--- src/rtl/matrix_alu_sequencer.sv ---
// Single-instruction sequencer for the 4x4x16 matrix ALU: operand fetch,
// ALU issue, fixed-latency wait and destination write-back.
module matrix_alu_sequencer #(
    parameter int ALU_LATENCY = 2,
    parameter int TIMEOUT     = 15
) (
    input  logic         Clk,
    input  logic         nReset,
    input  logic         instr_valid,
    input  logic [31:0]  instr,
    output logic         instr_ready,
    output logic         mem_req,
    output logic         mem_we,
    output logic [7:0]   mem_addr,
    output logic [255:0] mem_wdata,
    input  logic         mem_ack,
    input  logic [255:0] mem_rdata,
    output logic [7:0]   alu_opcode,
    output logic [255:0] alu_a,
    output logic [255:0] alu_b,
    output logic         alu_start,
    input  logic [255:0] alu_result,
    output logic         busy,
    output logic         done,
    output logic         err,
    output logic         halted
);

    typedef enum logic [2:0] {
        IDLE, FETCH_A, FETCH_B, EXEC, WAIT, WRITE, DONE, HALT
    } state_t;

    localparam logic [7:0] TO_LAST = 8'(TIMEOUT - 1);
    localparam logic [3:0] WAIT_LAST = 4'(ALU_LATENCY - 1);

    state_t      state, next_state;
    logic [31:0] instr_q;
    logic [7:0]  tcnt;
    logic [3:0]  wcnt;
    logic        accept;
    logic        op_two, op_one, op_stop;
    logic        req_st, timeout;
    logic        single_src;

    assign accept = instr_valid & instr_ready;

    always_comb begin
        op_two  = 1'b0;
        op_one  = 1'b0;
        op_stop = 1'b0;
        unique case (instr[31:24])
            8'h00, 8'h01, 8'h02, 8'h04: op_two  = 1'b1;
            8'h03, 8'h05:               op_one  = 1'b1;
            8'hFF:                      op_stop = 1'b1;
            default: ;
        endcase
    end

    assign single_src = (instr_q[31:24] == 8'h03) || (instr_q[31:24] == 8'h05);
    assign req_st  = (state == FETCH_A) || (state == FETCH_B) || (state == WRITE);
    // An ack on the final count wins over the timeout
    assign timeout = req_st && !mem_ack && (tcnt == TO_LAST);

    always_ff @(posedge Clk or negedge nReset) begin
        if (!nReset) state <= IDLE;
        else         state <= next_state;
    end

    always_comb begin
        next_state = state;
        unique case (state)
            IDLE: begin
                if (accept && (op_two || op_one)) next_state = FETCH_A;
                else if (accept && op_stop)       next_state = HALT;
            end
            FETCH_A: begin
                if (mem_ack)      next_state = single_src ? EXEC : FETCH_B;
                else if (timeout) next_state = IDLE;
            end
            FETCH_B: begin
                if (mem_ack)      next_state = EXEC;
                else if (timeout) next_state = IDLE;
            end
            EXEC: next_state = WAIT;
            WAIT: if (wcnt == 4'd0) next_state = WRITE;
            WRITE: begin
                if (mem_ack)      next_state = DONE;
                else if (timeout) next_state = IDLE;
            end
            DONE: next_state = IDLE;
            HALT: next_state = HALT;
            default: next_state = IDLE;
        endcase
    end

    always_comb begin
        mem_req   = req_st;
        mem_we    = (state == WRITE);
        alu_start = (state == EXEC);
        done      = (state == DONE);
        halted    = (state == HALT);
        busy      = (state != IDLE) && (state != HALT);
        mem_addr  = 8'h00;
        unique case (state)
            FETCH_A: mem_addr = instr_q[15:8];
            FETCH_B: mem_addr = instr_q[7:0];
            WRITE:   mem_addr = instr_q[23:16];
            default: ;
        endcase
    end

    always_ff @(posedge Clk or negedge nReset) begin
        if (!nReset) begin
            instr_q     <= '0;
            instr_ready <= 1'b0;
            err         <= 1'b0;
            tcnt        <= '0;
            wcnt        <= '0;
            alu_opcode  <= '0;
            alu_a       <= '0;
            alu_b       <= '0;
            mem_wdata   <= '0;
        end else begin
            instr_ready <= (next_state == IDLE);
            err <= (accept && !(op_two || op_one || op_stop)) || timeout;
            if (accept) instr_q <= instr;
            if (!req_st || next_state != state) tcnt <= '0;
            else if (!mem_ack)                  tcnt <= tcnt + 8'd1;
            if (state == EXEC)                      wcnt <= WAIT_LAST;
            else if (state == WAIT && wcnt != 4'd0) wcnt <= wcnt - 4'd1;
            if (state == FETCH_A && mem_ack) begin
                alu_a <= mem_rdata;
                if (instr_q[31:24] == 8'h03) alu_b <= '0;
                if (instr_q[31:24] == 8'h05) alu_b <= {248'b0, instr_q[7:0]};
            end
            if (state == FETCH_B && mem_ack) alu_b <= mem_rdata;
            if (next_state == EXEC && state != EXEC) alu_opcode <= instr_q[31:24];
            if (state == WAIT && wcnt == 4'd0) mem_wdata <= alu_result;
        end
    end

endmodule

--- config.mk ---
export PLATFORM = sky130hd
export DESIGN_NAME = matrix_alu_sequencer
export DESIGN_NICKNAME = d
export VERILOG_FILES = /design/src/rtl/matrix_alu_sequencer.sv
export SDC_FILE = /design/constraint.sdc
export NUM_CORES = 1
export LEC_CHECK = 0
export BUFFER_PORTS_ARGS = -buffer_cell sky130_fd_sc_hd__buf_2
export CORE_AREA = 2 2 519 521
export CTS_CLUSTER_DIAMETER = 120
export CTS_CLUSTER_SIZE = 30
export DETAILED_ROUTE_END_ITERATION = 16
export DIE_AREA = 0 0 521 523
export PLACE_DENSITY = 0.38
export SLEW_MARGIN = 0
export SYNTH_ARGS = -nofsm -noshare
export SYNTH_HDL_FRONTEND = slang
export SYNTH_SLANG_ARGS = --single-unit
--- constraint.sdc ---
create_clock -name Clk -period 5.9 [get_ports Clk]
set_input_delay 0.59 -clock Clk [delete_from_list [all_inputs] [get_ports Clk]]
set_output_delay 0.59 -clock Clk [all_outputs]
set_load 0.05 [all_outputs]
Word-level counts from Yosys, hierarchy flattened

Cells that the tools add are included.

Bits in read-only memories: 0
Latch bits: 0
Word-level logic and storage cells: 88
Bits in registers: 825
Input port bits: 548
Memories kept: 0
RAM bits: 0
Output and inout bits: 792

Divide/modulo/power cells: 0
Shift-type cells: 0
Reduce and logical (&&, ||, !) cells: 33
Add/subtract/negate cells: 2
Bitwise operators: 1
Muxes and demuxes: 21
Order comparisons: 0
Equality and inequality tests: 21
Multiply operators: 0

Operator list:

| kind                                                             | count |
|---|---|
| 256-bit 2-to-1 mux                                               | 4 |
| 8-bit by 2-bit == test with 1-bit output (second input constant) | 3 |
| 8-bit by 3-bit == test with 1-bit output (second input constant) | 3 |
| 3-bit case mux with 8 select lines                               | 1 |
| 8-bit case mux with 3 select lines                               | 1 |
| 3-bit 2-to-1 mux                                                 | 7 |
| 8-bit 2-to-1 mux                                                 | 2 |
| 3-bit == test (second input constant)                            | 4 |
| 1-bit logical AND                                                | 11 |
| 3-bit by 2-bit == test with 1-bit output (second input constant) | 3 |
| 8-bit by 1-bit adder with 8-bit output (second input constant)   | 1 |
| 8-bit by 1-bit == test with 1-bit output (second input constant) | 1 |
| 8-bit by 4-bit == test with 1-bit output (second input constant) | 1 |
| 8-bit == test (second input constant)                            | 1 |
| 8-bit zero test                                                  | 1 |
| 4-bit 2-to-1 mux                                                 | 2 |
| 1-bit logical OR                                                 | 7 |
| 3-bit zero test                                                  | 2 |
| 3-bit nonzero test                                               | 2 |
| 4-bit zero test                                                  | 1 |
| 1-bit 2-to-1 mux                                                 | 4 |
| 2-bit nonzero test                                               | 2 |
| 4-bit nonzero test                                               | 1 |
| 4-bit OR reduction                                               | 1 |
| 10 further kinds                                                 | 12 |

Depth between registers and ports, before layout

Depth after elaboration: 11
Depth in mapped cells: 10
Gate-level depth less buffers: 7

Worst setup path after synthesis

No wires, ideal clock.

Path kind: register -> output
Start: register state[2]
End: output port mem_addr[3]
Required time: 5310 ps
Data arrival time: 2232 ps
Stages on the path, launching flop included: 6
Buffers on the path: 3
Setup slack: 3078 ps
Cells stage by stage: dfrtp_1 buf_2 buf_2 buf_1 mux2i_1 o21ai_0

Word-level cells in the longest chain between the ends: 2
Elaborated cells between the ends (all ways): 4
Classes of those cells: 3 x eq/ne; 1 x mux

RTL lines:

| element                               | line | source |
|---|---|---|
| from (decl)                           | 36   | `state_t state, next_state;` |
| from (signal assigned)                | 66   | `else state <= next_state;` |
| 3-bit == test (tied with other cells) | 104  | `unique case (state)` |
| 8-bit case mux with 3 select lines *  | 104  |  |
| to (decl)                             | 14   | `output logic [7:0] mem_addr,` |

Mark *: on every way between the ends. The rest lies on a longest branch, timed or not.

Final worst setup path

Start: register state[2]
End: register alu_b[112]

Word-level cells in the longest chain between the ends: 4
Elaborated cells between the ends (all ways): 8
Classes of those cells: 2 x eq/ne; 1 x mux; 5 x reduce/logical

RTL lines:

| element                                                                                                     | line     | source |
|---|---|---|
| 3-bit by 2-bit == test with 1-bit output / 3-bit by 1-bit == test with 1-bit output (equally long branches) | 136, 131 |  |
| 1-bit logical AND, on equally long branches                                                                 | 136, 131 |  |
| 3-bit nonzero test (no line) / 2-bit nonzero test (equally long branches)                                   | --       |  |
| 2-bit AND reduction (no line)                                                                               | --       |  |
| to (signal assigned)                                                                                        | 134      | `if (instr_q[31:24] == 8'h05) alu_b <= {248'b0, instr_q[7:0]};` |
| to (signal assigned)                                                                                        | 136      | `if (state == FETCH_B && mem_ack) alu_b <= mem_rdata;` |
| to (decl)                                                                                                   | 20       | `output logic [255:0] alu_b,` |

Parallel ways exist; a longest one is shown, timed or not.
A chain may end at the register's enable or synchronous reset.

==> PnR_summary.wiki <==
{| class="wikitable"
! Metric !! Value
|-
| Clock transition at the registers of the reported paths || approximately 120 ps
|-
| Post-CTS Resized || 0
|-
| Fraction of the yosys area taken by sequential cells || between 60% and 70%
|-
| Worst setup path class || reg -> reg
|-
| Cell Rows || 190
|-
| Die W || 521 um
|-
| CTS tree || done
|-
| Clock period minus final worst setup slack || between 3000 and 4000 ps
|-
| Net count of the mapped netlist || approximately 2.5k
|-
| Required time of the critical path || 6490 ps
|-
| Via count of the first global-routing pass || 23.4k
|-
| Routed via count || 22.9k
|-
| Starting DRT DRC Count || between 1k and 1.5k
|-
| Static Leak || around 20 nW
|-
| Pre-CTS worst setup slack || ~2000 ps
|-
| # DRC || 0
|-
| Synthesized area divided by synthesized cell count || between 15 and 20 um2
|-
| Max-slew headroom at the worst pin || 23.2%
|-
| Cells along the critical path || and4bb_4 -> buf_4 -> buf_4 -> buf_4 -> a22o_1
|-
| Setup Fix Bufs, Post-CTS || 0
|-
| Number of nets in the layout || 3744
|-
| Clock latency of the later-clocked register in the worst-skew pair || around 690 ps
|-
| Top_reg_cell synth || dfrtp_1
|-
| GP Congestion || 0.826
|-
| Design area || 0.0431 mm2
|-
| Min-Delay Path Class || in -> reg
|-
| Starting density of the core || a little under an eighth
|-
| Global router's overall resource usage || roughly an eighth
|-
| VDD IR-drop max || around 0.00035 V
|-
| Run status || complete, no violations
|-
| Synth Warn # || 0
|-
| Post-layout util || about 16%
|-
| Cell with the biggest individual delay on the critical path || dfrtp_1
|-
| Number of vias per cell after detailed routing || between 3 and 4
|-
| Final HPWL from detailed placement || 140 mm
|-
| Placed inst area || approximately 0.042 mm2
|-
| WL per Instance || approximately 25 um
|-
| Peak per-stage delay on the critical path || ~800 ps
|-
| Maximum clock skew at final layout || 40.6 ps
|-
| Number of antenna-violating nets in the routed design || 0
|-
| Setup TNS || 0 ps
|-
| Cell seen most often among critical-path stages || buf_4
|-
| Num ports || 1340
|-
| Post-layout worst setup margin || between 1500 and 2000 ps
|-
| # H-tree levels || 2
|-
| Port-buffer cells || between 1k and 1.5k
|-
| Number of antenna violations at the first check in global routing || about 170
|-
| Maximum number of pins on one net before global-route repair || 152
|-
| Max cap viols || 0
|-
| Netlist area before placement || roughly 0.031 mm2
|-
| Reg-to-reg setup timing slack || 1990 ps
|-
| Kind of start point of the critical path || register
|-
| Crit path arrival time || ~4500 ps
|-
| Biggest fanout along the worst timing path || 50
|-
| Critical Path End Type || register
|-
| DIE AREA || around 0.27 mm2
|-
| Final-report max-slew violation count || 0
|-
| Fraction of final layout cells sized beyond drive strength 1 || between 60% and 70%
|-
| Ratio of total power to cell area || 743 mW/mm2
|-
| Async SR Flop Fraction || 100%
|-
| First-pass GRT wire length || about 220 mm
|-
| Final period utilization || between 60 and 70%
|-
| Area growth syn-to-layout || 40.1%
|-
| DR pass1 iterations || 5
|-
| Leading cell types in the layout, fill and taps excluded || buf_2, dfrtp_1, mux2_2
|-
| Hold violation total from the final report || 0
|-
| Total overflow reported by the global router || 0
|-
| Most common library cell in the layout ignoring fill and taps || buf_2
|-
| Maximum clock frequency || around 260 MHz
|-
| Clock Path Buffers || 3
|-
| # setup viols final || 0
|-
| Slew @ Worst Pin || 1140 ps
|-
| Total Wirelength || between 150 and 200 mm
|-
| Sink Count || between 800 and 900
|-
| Setup repair after global routing missed its margin || no
|-
| Register bit total from synthesis || 825
|-
| Die Height || 523 um
|-
| CTS buffer count || 39
|-
| Number of enable-type register cells in the synthesized netlist || 0
|-
| Area of the core || 0.267 mm2
|-
| Clock root buffer || clkbuf_16
|-
| Distinct cell type count of the synthesized netlist || 50
|-
| Post-Synthesis Cells || between 1.5k and 2k
|-
| Power, Total || 32.0 mW
|}
-- sequential cells by signal (all words and copies together) (netlist names) --
register     flops
alu_a          256
alu_b          256
alu_opcode       8
err              1
instr_q         32
instr_ready      1
mem_wdata      256
state            3
tcnt             8
wcnt             4
-- synthesized netlist by cell type, types with 2 or more instances --
master    number  share of area, %
mux2_2       548                20
dfrtp_1      825                67
a22o_1       255               7.3
a31oi_1        4             0.081
nor3_1         3             0.049
buf_6          2             0.073
nand2b_1       3             0.061
nand2_1       21              0.26
nor2b_1        6              0.12
nor2_1        12              0.15
buf_1          3             0.037
ha_1           3              0.12
clkbuf_1      51              0.62
buf_4         25              0.61
or3b_1         2             0.057
buf_2         47              0.76
nor4_1         7              0.14
and3_1         5              0.10
xor2_1         4              0.11
a21oi_1        7              0.11
or2_1          2             0.041
mux2i_1        9              0.29
nand4_1        4             0.081
mux2_1        11              0.40
nand3_1        2             0.033
a211oi_1       3             0.073
o21ai_0       13              0.21
nor3b_1        2             0.049
and4b_1        2             0.065
xnor2_1        4              0.11
inv_1          6             0.073
-- final timing paths --
kind	cells past startpoint	from	endpoint
min reg2reg	1	alu_b[173]$_DFFE_PN0P_	alu_b[173]$_DFFE_PN0P_
max reg2reg	5	state[2]$_DFF_PN0_	alu_b[112]$_DFFE_PN0P_
min	2	alu_result[110]	mem_wdata[110]$_DFFE_PN0P_
min in group asynchronous	2	nReset	alu_a[39]$_DFFE_PN0P_
max in group asynchronous	3	nReset	alu_a[113]$_DFFE_PN0P_
max	5	state[2]$_DFF_PN0_	alu_b[112]$_DFFE_PN0P_
-- layer usage --
metal / global-route usage [%] / up-vias / share of wire, %
met4: 3.80 / 108 / 3.4
met1: 13.1 / 11600 / 37
met3: 6.62 / 339 / 13
met2: 19.3 / 1234 / 46
met5: 0 / - / 0.41
li1: - / 9582 / -
-- final cells by class --
cell class	count	area, um2
Fill cell	29700	224000
Sequential cell	825	20600
Multi-Input combinational cell	950	9440
Timing Repair Buffer	1371	7120
Tap cell	3552	4440
Clock buffer	43	1050
Clock inverter	16	226
Antenna cell	58	145
Inverter	6	22.5
-- metrics by stage --
stage          std cells  hold WS (ps)
2_1_floorplan       1910           294
3_3_place_gp        6703           473
3_5_place_dp        6703           476
4_1_cts             6763          3.04
5_1_grt             6793          41.1
6_report            6821           113
-- where the power goes --
group / internal [mW] / total (mW) / switching [mW]
clock network: 1.37 / 3.57 / 2.20
registers: 8.39 / 10.2 / 1.76
logic: 4.58 / 18.3 / 13.7
-- timing repair --
item,in CTS,in global routing
hold endpoints to repair,43,0
hold buffers,1,0
endpoints found under the setup margin,0,0
-- logic make-up (layout without fill, tap and decap cells) --
group | Yosys count | in the layout | synth area share, %
flops | 825 | 825 | 67.1
fa+ha+maj | 3 | 3 | 0.122
other cells | 0 | 58 | 0
buf+inv | 135 | 1436 | 2.23
simple gates | 79 | 79 | 1.43
mux | 568 | 568 | 20.8
compound gates | 292 | 292 | 8.10
xor+xnor | 8 | 8 | 0.228
-- worst max-delay path, delay by kind of cell (launching register included) --
| kind | cells | cell delay [ps] |
|---|---|---|
| compound gates | 1 | 250 |
| buf+inv | 3 | 1830 |
| flops | 1 | 800 |
| simple gates | 1 | 760 |
(Power assumes the default switching activity.)
